--- src/rtl/ysyx_24100012_pkg.sv ---
// Shared definitions for the ysyx_24100012 instruction fetch path:
// fetch FSM state encoding and default reset PC / PC increment.
package ysyx_24100012_pkg;

   localparam int unsigned FETCH_WORD_SIZE   = 4;
   localparam logic [31:0] FETCH_ORIGIN_ADDR = 32'h8000_0000;

   typedef enum logic [2:0] {
      FS_IDLE,
      FS_REQ,
      FS_WAIT,
      FS_DROP,
      FS_HALT
   } fetch_state_e;

endpackage

--- src/rtl/ysyx_24100012_sync_fifo.sv ---
// Single-clock FIFO with synchronous flush; flush overrides push and pop.
// DEPTH must be a power of two so the pointers wrap naturally.
module ysyx_24100012_sync_fifo #(
   parameter int unsigned WIDTH = 64,
   parameter int unsigned DEPTH = 2
) (
   input  logic             clk,
   input  logic             rst_n,
   input  logic             flush,
   input  logic             push,
   input  logic [WIDTH-1:0] push_data,
   input  logic             pop,
   output logic             full,
   output logic             empty,
   output logic [WIDTH-1:0] head_data
);

   localparam int unsigned PTR_W = (DEPTH > 1) ? $clog2(DEPTH) : 1;

   logic [WIDTH-1:0] mem_q [DEPTH];
   logic [WIDTH-1:0] mem_d [DEPTH];
   logic [PTR_W-1:0] wr_ptr_q, wr_ptr_d;
   logic [PTR_W-1:0] rd_ptr_q, rd_ptr_d;
   logic [PTR_W:0]   count_q, count_d;
   logic             do_push;
   logic             do_pop;

   assign full      = (count_q == (PTR_W+1)'(DEPTH));
   assign empty     = (count_q == '0);
   assign head_data = mem_q[rd_ptr_q];
   assign do_push   = push && !full;
   assign do_pop    = pop && !empty;

   always_comb begin
      mem_d    = mem_q;
      wr_ptr_d = wr_ptr_q;
      rd_ptr_d = rd_ptr_q;
      count_d  = count_q;
      if (flush) begin
         wr_ptr_d = '0;
         rd_ptr_d = '0;
         count_d  = '0;
      end else begin
         if (do_push) begin
            mem_d[wr_ptr_q] = push_data;
            wr_ptr_d        = wr_ptr_q + PTR_W'(1);
         end
         if (do_pop) begin
            rd_ptr_d = rd_ptr_q + PTR_W'(1);
         end
         count_d = count_q + (PTR_W+1)'(do_push) - (PTR_W+1)'(do_pop);
      end
   end

   always_ff @(posedge clk or negedge rst_n) begin
      if (!rst_n) begin
         mem_q    <= '{default: '0};
         wr_ptr_q <= '0;
         rd_ptr_q <= '0;
         count_q  <= '0;
      end else begin
         mem_q    <= mem_d;
         wr_ptr_q <= wr_ptr_d;
         rd_ptr_q <= rd_ptr_d;
         count_q  <= count_d;
      end
   end

endmodule

--- src/rtl/ysyx_24100012_fetch_unit.sv ---
// Instruction fetch unit: one outstanding memory request, small instruction
// buffer toward decode, redirect flush with stale-response dropping, sticky halt.
module ysyx_24100012_fetch_unit
   import ysyx_24100012_pkg::*;
#(
   parameter int unsigned           ADDR_WIDTH  = 32,
   parameter int unsigned           DATA_WIDTH  = 32,
   parameter logic [ADDR_WIDTH-1:0] ORIGIN_ADDR = ADDR_WIDTH'(FETCH_ORIGIN_ADDR),
   parameter int unsigned           WORD_SIZE   = FETCH_WORD_SIZE,
   parameter int unsigned           BUF_DEPTH   = 2
) (
   input  logic                  clk,
   input  logic                  rst,
   output logic                  req_valid,
   input  logic                  req_ready,
   output logic [ADDR_WIDTH-1:0] req_addr,
   input  logic                  rsp_valid,
   input  logic [DATA_WIDTH-1:0] rsp_data,
   output logic                  out_valid,
   input  logic                  out_ready,
   output logic [DATA_WIDTH-1:0] out_inst,
   output logic [ADDR_WIDTH-1:0] out_pc,
   output logic [ADDR_WIDTH-1:0] out_pc_next,
   input  logic                  redirect_valid,
   input  logic [ADDR_WIDTH-1:0] redirect_pc,
   input  logic                  halt,
   output logic                  halted
);

   localparam int unsigned ENTRY_W = DATA_WIDTH + ADDR_WIDTH;

   fetch_state_e          state_q, state_d;
   logic [ADDR_WIDTH-1:0] fetch_pc_q, fetch_pc_d;
   logic                  halt_q, halt_d;
   logic                  redir_pend_q, redir_pend_d;
   logic [ADDR_WIDTH-1:0] redir_pc_q, redir_pc_d;

   logic                  buf_push;
   logic                  buf_pop;
   logic                  buf_flush;
   logic                  buf_full;
   logic                  buf_empty;
   logic [ENTRY_W-1:0]    buf_wdata;
   logic [ENTRY_W-1:0]    buf_head;

   assign req_addr  = fetch_pc_q;
   assign buf_wdata = {rsp_data, fetch_pc_q};
   assign out_valid = !buf_empty;
   assign buf_pop   = out_valid && out_ready;

   assign out_inst    = buf_empty ? '0 : buf_head[ENTRY_W-1:ADDR_WIDTH];
   assign out_pc      = buf_empty ? fetch_pc_q : buf_head[ADDR_WIDTH-1:0];
   assign out_pc_next = out_pc + ADDR_WIDTH'(WORD_SIZE);

   always_comb begin
      state_d      = state_q;
      fetch_pc_d   = fetch_pc_q;
      halt_d       = halt_q | halt;
      redir_pend_d = redir_pend_q;
      redir_pc_d   = redir_pc_q;
      req_valid    = 1'b0;
      buf_push     = 1'b0;
      buf_flush    = 1'b0;
      halted       = 1'b0;

      unique case (state_q)
         FS_IDLE: begin
            if (redirect_valid) begin
               buf_flush  = 1'b1;
               fetch_pc_d = redirect_pc;
            end else if (halt_d) begin
               state_d = FS_HALT;
            end else if (!buf_full) begin
               state_d = FS_REQ;
            end
         end

         FS_REQ: begin
            req_valid = 1'b1;
            if (redirect_valid) begin
               buf_flush = 1'b1;
            end
            // An unaccepted request must stay stable, so a redirect seen here is
            // parked and only applied to fetch_pc once the request is taken.
            if (req_ready) begin
               redir_pend_d = 1'b0;
               if (redirect_valid) begin
                  fetch_pc_d = redirect_pc;
                  state_d    = FS_DROP;
               end else if (redir_pend_q) begin
                  fetch_pc_d = redir_pc_q;
                  state_d    = FS_DROP;
               end else begin
                  state_d = FS_WAIT;
               end
            end else if (redirect_valid) begin
               redir_pend_d = 1'b1;
               redir_pc_d   = redirect_pc;
            end
         end

         FS_WAIT: begin
            if (redirect_valid) begin
               buf_flush  = 1'b1;
               fetch_pc_d = redirect_pc;
               state_d    = rsp_valid ? FS_IDLE : FS_DROP;
            end else if (rsp_valid) begin
               buf_push   = 1'b1;
               fetch_pc_d = fetch_pc_q + ADDR_WIDTH'(WORD_SIZE);
               state_d    = FS_IDLE;
            end
         end

         FS_DROP: begin
            if (redirect_valid) begin
               fetch_pc_d = redirect_pc;
            end
            if (rsp_valid) begin
               state_d = FS_IDLE;
            end
         end

         FS_HALT: begin
            halted = 1'b1;
         end

         default: begin
            state_d = FS_IDLE;
         end
      endcase
   end

   always_ff @(posedge clk or negedge rst) begin
      if (!rst) begin
         state_q      <= FS_IDLE;
         fetch_pc_q   <= ORIGIN_ADDR;
         halt_q       <= 1'b0;
         redir_pend_q <= 1'b0;
         redir_pc_q   <= '0;
      end else begin
         state_q      <= state_d;
         fetch_pc_q   <= fetch_pc_d;
         halt_q       <= halt_d;
         redir_pend_q <= redir_pend_d;
         redir_pc_q   <= redir_pc_d;
      end
   end

   ysyx_24100012_sync_fifo #(
      .WIDTH(ENTRY_W),
      .DEPTH(BUF_DEPTH)
   ) u_inst_buf (
      .clk      (clk),
      .rst_n    (rst),
      .flush    (buf_flush),
      .push     (buf_push),
      .push_data(buf_wdata),
      .pop      (buf_pop),
      .full     (buf_full),
      .empty    (buf_empty),
      .head_data(buf_head)
   );

endmodule

--- config.mk ---
export PLATFORM = sky130hd
export DESIGN_NAME = ysyx_24100012_fetch_unit
export DESIGN_NICKNAME = d
export VERILOG_FILES = /design/src/rtl/ysyx_24100012_pkg.sv /design/src/rtl/ysyx_24100012_sync_fifo.sv /design/src/rtl/ysyx_24100012_fetch_unit.sv
export SDC_FILE = /design/constraint.sdc
export NUM_CORES = 1
export LEC_CHECK = 0
export ABC_AREA = 1
export BUFFER_PORTS_ARGS = -buffer_cell sky130_fd_sc_hd__buf_2
export CAP_MARGIN = 20
export CORE_UTILIZATION = 30
export CTS_BUF_LIST = sky130_fd_sc_hd__clkbuf_8
export DETAILED_ROUTE_END_ITERATION = 12
export SKIP_LAST_GASP = 1
export SYNTH_ARGS = -nofsm -noshare
export SYNTH_HDL_FRONTEND = slang
export SYNTH_SLANG_ARGS = --single-unit
--- constraint.sdc ---
create_clock -name clk -period 6.1 [get_ports clk]
set_input_delay 0.305 -clock clk [delete_from_list [all_inputs] [get_ports clk]]
set_output_delay 0.305 -clock clk [all_outputs]
set_load 0.01 [all_outputs]
* Yosys cells after proc, flatten, opt, wreduce, memory -nomap -nowiden *
Cells that the tools add are included.
Widths: inputs -> output; s select.

word-level totals
  register bits after elaboration = 201
  latch bits = 0
  bits in writable memories = 0
  bits in read-only memories = 0
  word-level logic and storage cells = 94
  memories kept = 0

cells by class
  add/subtract/negate cells = 6
  multipliers = 0
  divide/modulo/power cells = 0
  magnitude comparators = 3
  eq/ne operators = 11
  shift-type cells = 0
  multiplexer cells = 39
  bitwise logic cells = 6
  reductions and logical operators = 19

operators by type and width
  kind                   count
  $mux 32                8
  $mux 64                4
  $bwmux 128             1
  $pmux 32 s3            1
  $add 32x3->32 const B  2
  $demux 64 s1           1
  $mux 3                 6
  $mux 1                 15
  $pmux 3 s5             1
  $ne 3x3->1 const B     3
  $eq 3x2->1 const B     2
  $reduce_bool 2->1      3
  $reduce_and 5->1       1
  $ge 2x2->1 const B     2
  $logic_and 1x1->1      4
  $mux 2                 2
  $ne 2x2->1 const B     2
  $not 1->2              2
  $reduce_and 2->1       2
  $reduce_and 4->1       1
  $eq 3x1->1 const B     1
  $eq 3x3->1 const B     1
  $logic_not 3->1        1
  $not 1->1              3
  other kinds (13)       15

* Longest topological paths before layout *
Gate-level depths: netlist of the first run.

  depth after elaboration = 7
  mapped depth = 15
  depth with buffers taken out = 14

* Modules after synthesis *
A second synthesis of the first run with hierarchy kept.

second synthesis, totals
  cells, all modules = 1842
  area total of the unflattened synthesis = 12475.7 µm²

by module, submodules not included
  module                    times used  cells each  area each (µm²)  seq. area each (µm²)
  ysyx_24100012_sync_fifo   1           811         6348.6           3303.2
  ysyx_24100012_fetch_unit  1           1031        6127.1           1727.9

* Worst setup path after synthesis of the first run *
No wires, ideal clock.

  path kind = register to output
  start = reg u_inst_buf.count_q[1]
  end = out out_pc_next[18]
  arrival time = 2.053 ns
  data required time = 5.795 ns
  slack = 3.742 ns
  cell stages (with the launch flop) = 12
  buffers on the path = 1
  cell sequence = dfrtp_1 > nor2_2 > inv_2 > buf_6 > o21ai_4 > ha_1 > inv_1 > nor2_4 > inv_2 > nor2_2 > nand2_1 > xnor2_1

between the ends
  longest elaborated chain between the ends = 3

ends and longest elaborated chain
  item                    RTL line                        text
  start, declared         ysyx_24100012_sync_fifo.sv:24   logic [PTR_W:0] count_q, count_d;
  start signal, assigned  ysyx_24100012_sync_fifo.sv:65   count_q <= count_d;
  $logic_not 2->1         ysyx_24100012_sync_fifo.sv:29   assign empty = (count_q == '0);
  $mux 32                 ysyx_24100012_fetch_unit.sv:52  assign out_pc = buf_empty ? fetch_pc_q : buf_head[ADDR_WIDTH-1:0];
  via out_pc[2]           ysyx_24100012_fetch_unit.sv:22  output logic [ADDR_WIDTH-1:0] out_pc,
  $add 32x3->32           ysyx_24100012_fetch_unit.sv:53  assign out_pc_next = out_pc + ADDR_WIDTH'(WORD_SIZE);
  end, declared           ysyx_24100012_fetch_unit.sv:23  output logic [ADDR_WIDTH-1:0] out_pc_next,

The timed path passes the listed nets, and every way through them passes these cells.

* Worst setup path after layout of the first run *
  start = reg u_inst_buf.rd_ptr_q
  end = out out_pc_next[18]

between the ends
  longest elaborated chain between the ends = 6

ends and longest elaborated chain
  item                                         RTL line                        text
  start, declared                              ysyx_24100012_sync_fifo.sv:23   logic [PTR_W-1:0] rd_ptr_q, rd_ptr_d;
  start signal, assigned                       ysyx_24100012_sync_fifo.sv:64   rd_ptr_q <= rd_ptr_d;
  $not 1->2 (implied by the code)              ysyx_24100012_sync_fifo.sv:30   assign head_data = mem_q[rd_ptr_q];
  $mux 64 (implied by the code) (3 in series)  ysyx_24100012_sync_fifo.sv:30
  $mux 32                                      ysyx_24100012_fetch_unit.sv:52
  $add 32x3->32                                ysyx_24100012_fetch_unit.sv:53

No other way between the ends. The select of a mux whose other input is x is not followed.

==> qor.yml, run 1 <==
fin_worst_skew_ns: 0.0274
fmax_ghz: 0.283
place_area_um2: 12900
cp_class: "reg2out"
cts.reportedPaths.clkPinSlew_ns: 0.06
cpLargestDelayFamily: "buffers and inverters"
ioPinCount: 202
hold_fix_buffer_count_after_cts: 8
power_density_nw_per_um2: 394
slew_limit_fails: 0
num-nets-final: 1916
post_synth_num_cell_types: 44
synth-edff-count: 0
layout-drive-gt1-share: 0.187
drv.max_cap_violation_count: 0
cp_max_fo: 65
critical_path_arrival_ns: 3.22
dpl.hpwl_um: 26500
worst_slew_pin_slew_ns: 0.942
cp_num_buf_inv: 4
core_area_um2: 38000
numCtsBuffers: 40
fillerInstances: 4126
seq_area_frac_synth: 0.431
die_h_um: 199
worstSetupStartpointType: "flip-flop"
globalRoute.totalOverflow: 0
worstPathCellList: "buf_4 > nor2_1 > nor2_1 > nand2_1 > o21ai_4 > ha_1 > inv_1 > nor2_4 > inv_2 > nor2_2 > nand2_1 > xnor2_1 > buf_2"
timing.hold.worst.class: "in2reg"
post_cts_buffers: 0
final.min_clock_period_ns: 3.53
multi_input_comb_area_um2: 5560
route.detailed.vias_per_inst: 4.73
detailedPlace.worstSlack_ns: 3.04
root_buffer: "sky130_fd_sc_hd__clkbuf_8"
detailroute.via_count: 11300
number_of_global_route_vias_before_repair: 10500
post_synth_inst_count: 1658
totalWireLength_um: 37400
die_w_um: 199
routabilityCongestion: 0.882
report.final.hold_viol_count: 0
final-seq-area_um2: 5030
h-tree-depth: 2
worst_setup_path_end_kind: "primary output"
design.die.area_um2: 39700
area_share_of_the_largest_cell_type_after_synthesis: 0.429
max-vdd-ir-drop_mv: 0.205
synthToLayoutAreaGrowth_pct: 18.6
io_buffer_count: 201
postSynthRegisterBits: 201
drt-initial-drc-count: 861
cp_slowest_stage_delay_ns: 0.63
cellLeakagePower_nw: 7.03
tns_ns: 0
ys_top_cells_by_count: "sky130_fd_sc_hd__nand2_1, sky130_fd_sc_hd__dfrtp_1, sky130_fd_sc_hd__inv_1, sky130_fd_sc_hd__o21ai_1, sky130_fd_sc_hd__nor2_1"
number_of_antenna_violations_at_the_first_check_in_global_routing: 3
numClockSinks: 201
cts_tree: "yes"
count_of_antenna_violating_nets_left_after_detailed_routing: 0
post_drt_wl_per_cell_um: 15.7
syn_area_um2: 11700
synthesis.nets: 1733
synth.area.top_cells: "sky130_fd_sc_hd__dfrtp_1, sky130_fd_sc_hd__nand2_1, sky130_fd_sc_hd__o21ai_1"
initial_utilization: 0.307
clock_path_buffers: 3
rows: 71
ys_async_sr_fraction: 1.00
critPathRequiredTime_ns: 5.79
slew_headroom: 0.372
number_of_setup_violations_in_the_final_report: 0
cp_slowest_cell: "sky130_fd_sc_hd__buf_4"
final_min_period_over_clock_period: 0.579
drc_violations_left: 0
clkLatencyLatePin_ns: 0.56
yosysWarnings: 0
run_status: "completed"
drtPass1Iterations: 5
mean_area_per_synthesized_cell_um2: 7.04
layout_setup_ws_ns: 2.57
synth.most_common_cell: "sky130_fd_sc_hd__nand2_1"
design_area_um2: 13800
grt_use_total: 0.189
ctsResizeCount: 0
yosys_most_used_dff: "sky130_fd_sc_hd__dfrtp_1"
pin_count_of_the_biggest_net_entering_global_routing: 74
synth_top_cell_by_area: "sky130_fd_sc_hd__dfrtp_1"
unrepaired_setup_endpoints_after_global_routing: "false"
grt_pass1_wl_um: 58300
==> registers in the layout, indices dropped and copies added, names as in the netlist <==
name and cells:
halt_q 1, redir_pc_q 32, redir_pend_q 1, req_addr 32
state_q 3, u_inst_buf.count_q 2, u_inst_buf.mem_q 128, u_inst_buf.rd_ptr_q 1
u_inst_buf.wr_ptr_q 1
==> cell type report <==
class | instances | share of cell area
multi-input combinational | 1212 | 0.401
clock inverter | 16 | 0.00614
inverter | 167 | 0.0456
sequential | 201 | 0.363
antenna | 1 | 0.000181
timing repair buffer | 219 | 0.0845
clock buffer | 53 | 0.0527
tap | 511 | 0.0462
==> cells in the final DEF, fill, tap and decap left out, types with 15 or more instances in the layout <==
master and count:
sky130_fd_sc_hd__nand3_1 32, sky130_fd_sc_hd__nor3b_1 15, sky130_fd_sc_hd__o21ai_1 131, sky130_fd_sc_hd__o21ai_0 60, sky130_fd_sc_hd__nand2_1 666, sky130_fd_sc_hd__nand2_2 22, sky130_fd_sc_hd__xor2_1 17, sky130_fd_sc_hd__clkbuf_8 54
sky130_fd_sc_hd__inv_1 162, sky130_fd_sc_hd__buf_2 200, sky130_fd_sc_hd__dfrtp_1 199, sky130_fd_sc_hd__a21oi_1 50, sky130_fd_sc_hd__nor2_2 19, sky130_fd_sc_hd__o22ai_1 16, sky130_fd_sc_hd__nor2_1 104
==> stage by stage <==
stage	std cells	power, mW	utilization	hold slack (ns)
floorplan	1658	3.14	-	0.00941
detailed placement	2302	4.08	0.341	0.362
CTS	2379	5.50	0.364	0.00139
global placement	2302	4.06	0.341	0.354
finish	2380	5.45	0.364	0.0353
global route	2380	5.82	0.364	0.0101
==> kinds of logic (layout without fill, tap and decap cells) <==
| logic type | Yosys count | count (layout) | synth area share |
|---|---|---|---|
| AOI/OAI and AO/OA | 289 | 289 | 0.134 |
| xor gates and xnor gates | 20 | 20 | 0.0150 |
| adders and majority gates | 4 | 4 | 0.00429 |
| buffers and inverters | 245 | 455 | 0.0947 |
| DFF | 201 | 201 | 0.431 |
| muxes | 4 | 4 | 0.00386 |
| other | 0 | 1 | 0 |
| and+or+nand+nor | 895 | 895 | 0.318 |
==> worst register-to-register path: stages, from the launching register on <==
cell,delay [ns]
sky130_fd_sc_hd__dfrtp_1,0.40
sky130_fd_sc_hd__inv_2,0.10
sky130_fd_sc_hd__nor2_4,0.04
sky130_fd_sc_hd__nand2_2,0.13
sky130_fd_sc_hd__clkinv_4,0.19
sky130_fd_sc_hd__nand2_4,0.18
sky130_fd_sc_hd__nor3_4,0.09
sky130_fd_sc_hd__nand2_4,0.48
sky130_fd_sc_hd__buf_4,0.72
sky130_fd_sc_hd__o21ai_0,0.19
==> where the power goes <==
part           internal [mW]  total (mW)  switching, mW
Clock                  0.778        1.39          0.612
Sequential              1.46        1.71          0.246
Combinational          0.680        2.35           1.67
==> metal layers <==
metal,share of wire,vias up,global-route usage
met4,0.015,4,0.0396
met5,0.00067,-,0
li1,-,5593,-
met1,0.48,5257,0.280
met2,0.43,360,0.277
met3,0.077,44,0.0400
==> final timing paths <==
kind | slack (ns) | depth (start not counted) | startpoint | to
max in group asynchronous | 4.38 | 3 | rst | redir_pc_q[0]$_DFFE_PN0P_
min in group asynchronous | 0.34 | 2 | rst | u_inst_buf.mem_q[109]$_DFFE_PN0P_
worst min register to register | 0.47 | 1 | halt_q$_DFF_PN0_ | halt_q$_DFF_PN0_
worst min-delay path | 0.04 | 3 | rsp_data[30] | u_inst_buf.mem_q[126]$_DFFE_PN0P_
worst max register to register | 3.44 | 9 | state_q[1]$_DFFE_PN0P_ | u_inst_buf.mem_q[68]$_DFFE_PN0P_
worst max-delay path | 2.57 | 13 | u_inst_buf.rd_ptr_q$_DFFE_PN0P_ | out_pc_next[18]
(Power assumes the default switching activity.)
==> run 2: changes to the inputs <==
--- a/config.mk
+++ b/config.mk
@@ -5,7 +5,7 @@
 export SDC_FILE = /design/constraint.sdc
 export NUM_CORES = 1
 export LEC_CHECK = 0
-export ABC_AREA = 1
+export ABC_AREA = 0
 export BUFFER_PORTS_ARGS = -buffer_cell sky130_fd_sc_hd__buf_2
 export CAP_MARGIN = 20
 export CORE_UTILIZATION = 30
==> constraint.sdc (replaced) <==
create_clock -name clk -period 2.83 [get_ports clk]
set_input_delay 0.1415 -clock clk [delete_from_list [all_inputs] [get_ports clk]]
set_output_delay 0.1415 -clock clk [all_outputs]
set_load 0.01 [all_outputs]
==> run 2 against run 1 <==
  * The flow now finishes with violations (negative setup slack)
  * Total power up 130%
  * Utilization up 5.8 points
  * Combinational power up 110%
  * Critical path type unchanged
==> qor.yml, run 2 <==
synth_top_cell_by_area: "sky130_fd_sc_hd__dfrtp_1"
critPathRequiredTime_ns: 2.69
regMostFlops: "u_inst_buf.mem_q"
failed_checks: "negative setup slack"
num-nets-final: 1359
post_drt_wl_per_cell_um: 18.1
synth-edff-count: 0
mostFrequentLayoutCells: "sky130_fd_sc_hd__buf_2, sky130_fd_sc_hd__dfrtp_1, sky130_fd_sc_hd__mux2_2, sky130_fd_sc_hd__buf_4"
area_share_of_the_largest_cell_type_after_synthesis: 0.467
report.final.hold_viol_count: 0
seq_area_frac_synth: 0.469
numClockSinks: 201
number_of_global_route_vias_before_repair: 8718
count_of_antenna_violating_nets_left_after_detailed_routing: 0
detailedPlace.worstSlack_ns: 0.157
cts_tree: "yes"
finalPower_mw: 12.4
synth.area.top_cells: "sky130_fd_sc_hd__dfrtp_1, sky130_fd_sc_hd__mux2_2, sky130_fd_sc_hd__mux2i_1"
totalWireLength_um: 32000
ys_async_sr_fraction: 1.00
layout.cells.most_common: "sky130_fd_sc_hd__buf_2"
mean_area_per_synthesized_cell_um2: 11.4
cp_class: "reg2out"
drtPass1Iterations: 5
final_min_period_over_clock_period: 1.06
yosys_most_used_dff: "sky130_fd_sc_hd__dfrtp_1"
drt-initial-drc-count: 324
synth.most_common_cell: "sky130_fd_sc_hd__dfrtp_1"
detailroute.via_count: 8734
globalRoute.totalOverflow: 0
final.min_clock_period_ns: 2.99
synthToLayoutAreaGrowth_pct: 37.3
root_buffer: "sky130_fd_sc_hd__clkbuf_8"
number_of_antenna_violations_at_the_first_check_in_global_routing: 0
io_buffer_count: 201
unrepaired_setup_endpoints_after_global_routing: "true"
number_of_setup_violations_in_the_final_report: 14
ys_top_cells_by_count: "sky130_fd_sc_hd__dfrtp_1, sky130_fd_sc_hd__mux2_2, sky130_fd_sc_hd__mux2i_1, sky130_fd_sc_hd__nor2_1, sky130_fd_sc_hd__nand2_1"
cp_max_fo: 7
fmax_ghz: 0.334
global_route.usage.met2: 0.272
post_synth_inst_count: 944
slew_headroom: 0.502
worst_setup_path_end_kind: "primary output"
die_w_um: 191
initial_utilization: 0.307
die_h_um: 191
timing.hold.worst.class: "in2reg"
drc_violations_left: 0
route.detailed.vias_per_inst: 4.94
postLayoutCoreUtil: 0.422
clkLatencyLatePin_ns: 0.55
layout_setup_ws_ns: -0.165
power_density_nw_per_um2: 840
gr-usage-met1: 0.248
busiest_layer: "met2"
cellLeakagePower_nw: 7.54
dpl.hpwl_um: 21900
post_synth_num_cell_types: 60
fin_worst_skew_ns: 0.0345
slew_limit_fails: 0
critical_path_arrival_ns: 2.85
h-tree-depth: 2
synthesis.nets: 1019
yosysWarnings: 0
drv.max_cap_violation_count: 0
routabilityCongestion: 0.817
design.die.area_um2: 36500
max-vdd-ir-drop_mv: 0.450
worstSetupStartpointType: "flip-flop"
run_status: "finished with violations"
worst_slew_pin_slew_ns: 0.747
ioPinCount: 202
grt_use_total: 0.174
n_antenna_cell: 0
pin_count_of_the_biggest_net_entering_global_routing: 66
syn_area_um2: 10700
core_area_um2: 34900
layout-drive-gt1-share: 0.442
rows: 68
grtUsageMet3: 0.0314
largest_register_ffs: 128
numCtsBuffers: 39
clock_path_buffers: 3
postSynthRegisterBits: 201
grt_pass1_wl_um: 49600
cts.reportedPaths.clkPinSlew_ns: 0.06
tns_ns: -1.19
run 2: final cells by class:
class / count / area, um^2
clock buffers: 52 / 716
well taps: 455 / 569
inverters: 24 / 103
flip-flops and latches: 201 / 5040
multi-input cells: 654 / 5540
repair buffers: 363 / 2560
fillers: 3366 / 20200
clock inverters: 19 / 176
repair inverters: 1 / 8.76
run 2: final timing paths:
check	from	to	slack, ns	cells after the start
max	u_inst_buf.rd_ptr_q$_DFFE_PN0P_	out_pc_next[30]	-0.16	9
min	redirect_valid	state_q[2]$_DFFE_PN0P_	0.06	3
max reg2reg	req_addr[3]$_DFFE_PN0P_	req_addr[30]$_DFFE_PN0P_	0.13	7
min reg2reg	halt_q$_DFF_PN0_	halt_q$_DFF_PN0_	0.49	2
max in group asynchronous	rst	u_inst_buf.mem_q[96]$_DFFE_PN0P_	1.79	3
min in group asynchronous	rst	state_q[0]$_DFFE_PN0P_	0.18	2
run 2: critical path, stage by stage (launching register included):
cell and delay, ns:
sky130_fd_sc_hd__dfrtp_4 0.50, sky130_fd_sc_hd__buf_8 0.16, sky130_fd_sc_hd__mux2i_1 0.13, sky130_fd_sc_hd__a21o_1 0.23, sky130_fd_sc_hd__inv_1 0.11, sky130_fd_sc_hd__and4_4 0.28
sky130_fd_sc_hd__nand4_4 0.25, sky130_fd_sc_hd__nor4b_4 0.34, sky130_fd_sc_hd__xor2_1 0.16, sky130_fd_sc_hd__buf_2 0.14
run 2: where the power goes:
part	switching, mW	internal, mW	total, mW
logic	2.77	2.28	5.05
clock network	1.31	1.93	3.24
registers	0.711	3.35	4.06
total	4.79	7.56	12.4
run 2: layer usage:
metal,wire (um),part of all wire,vias up
met4,433,0.014,0
met3,1880,0.059,32
met2,14600,0.46,255
li1,-,-,4094
met1,15000,0.47,4353
met5,0,0,-
run 2: what timing repair did:
| action | 4_1_cts | 5_1_grt |
|---|---|---|
| hold buffers | 70 | 0 |
| endpoints found under the hold margin | 194 | 0 |
| setup buffers | 25 | 13 |
| gates cloned | 2 | 0 |
| gates resized for setup | 61 | 23 |
| endpoints found under the setup margin | 24 | 24 |
| pin swaps | 37 | 28 |
run 2: stage by stage:
step	cells	hold WS (ns)	area (um^2)
2_1_floorplan	944	-0.154	10700
3_3_place_gp	1590	0.198	12400
3_5_place_dp	1590	0.197	12400
4_1_cts	1758	0.0381	14500
5_1_grt	1769	0.0890	14700
6_report	1769	0.0587	14700
run 2: logic make-up (layout without fill, tap and decap cells):
kind of cell | Yosys count | count (layout) | synth area share
mux | 237 | 237 | 0.241
flops | 201 | 201 | 0.469
simple gates | 236 | 236 | 0.117
xor+xnor | 49 | 49 | 0.0400
fa+ha+maj | 4 | 4 | 0.00467
buf+inv | 89 | 459 | 0.0440
compound gates | 128 | 128 | 0.0845
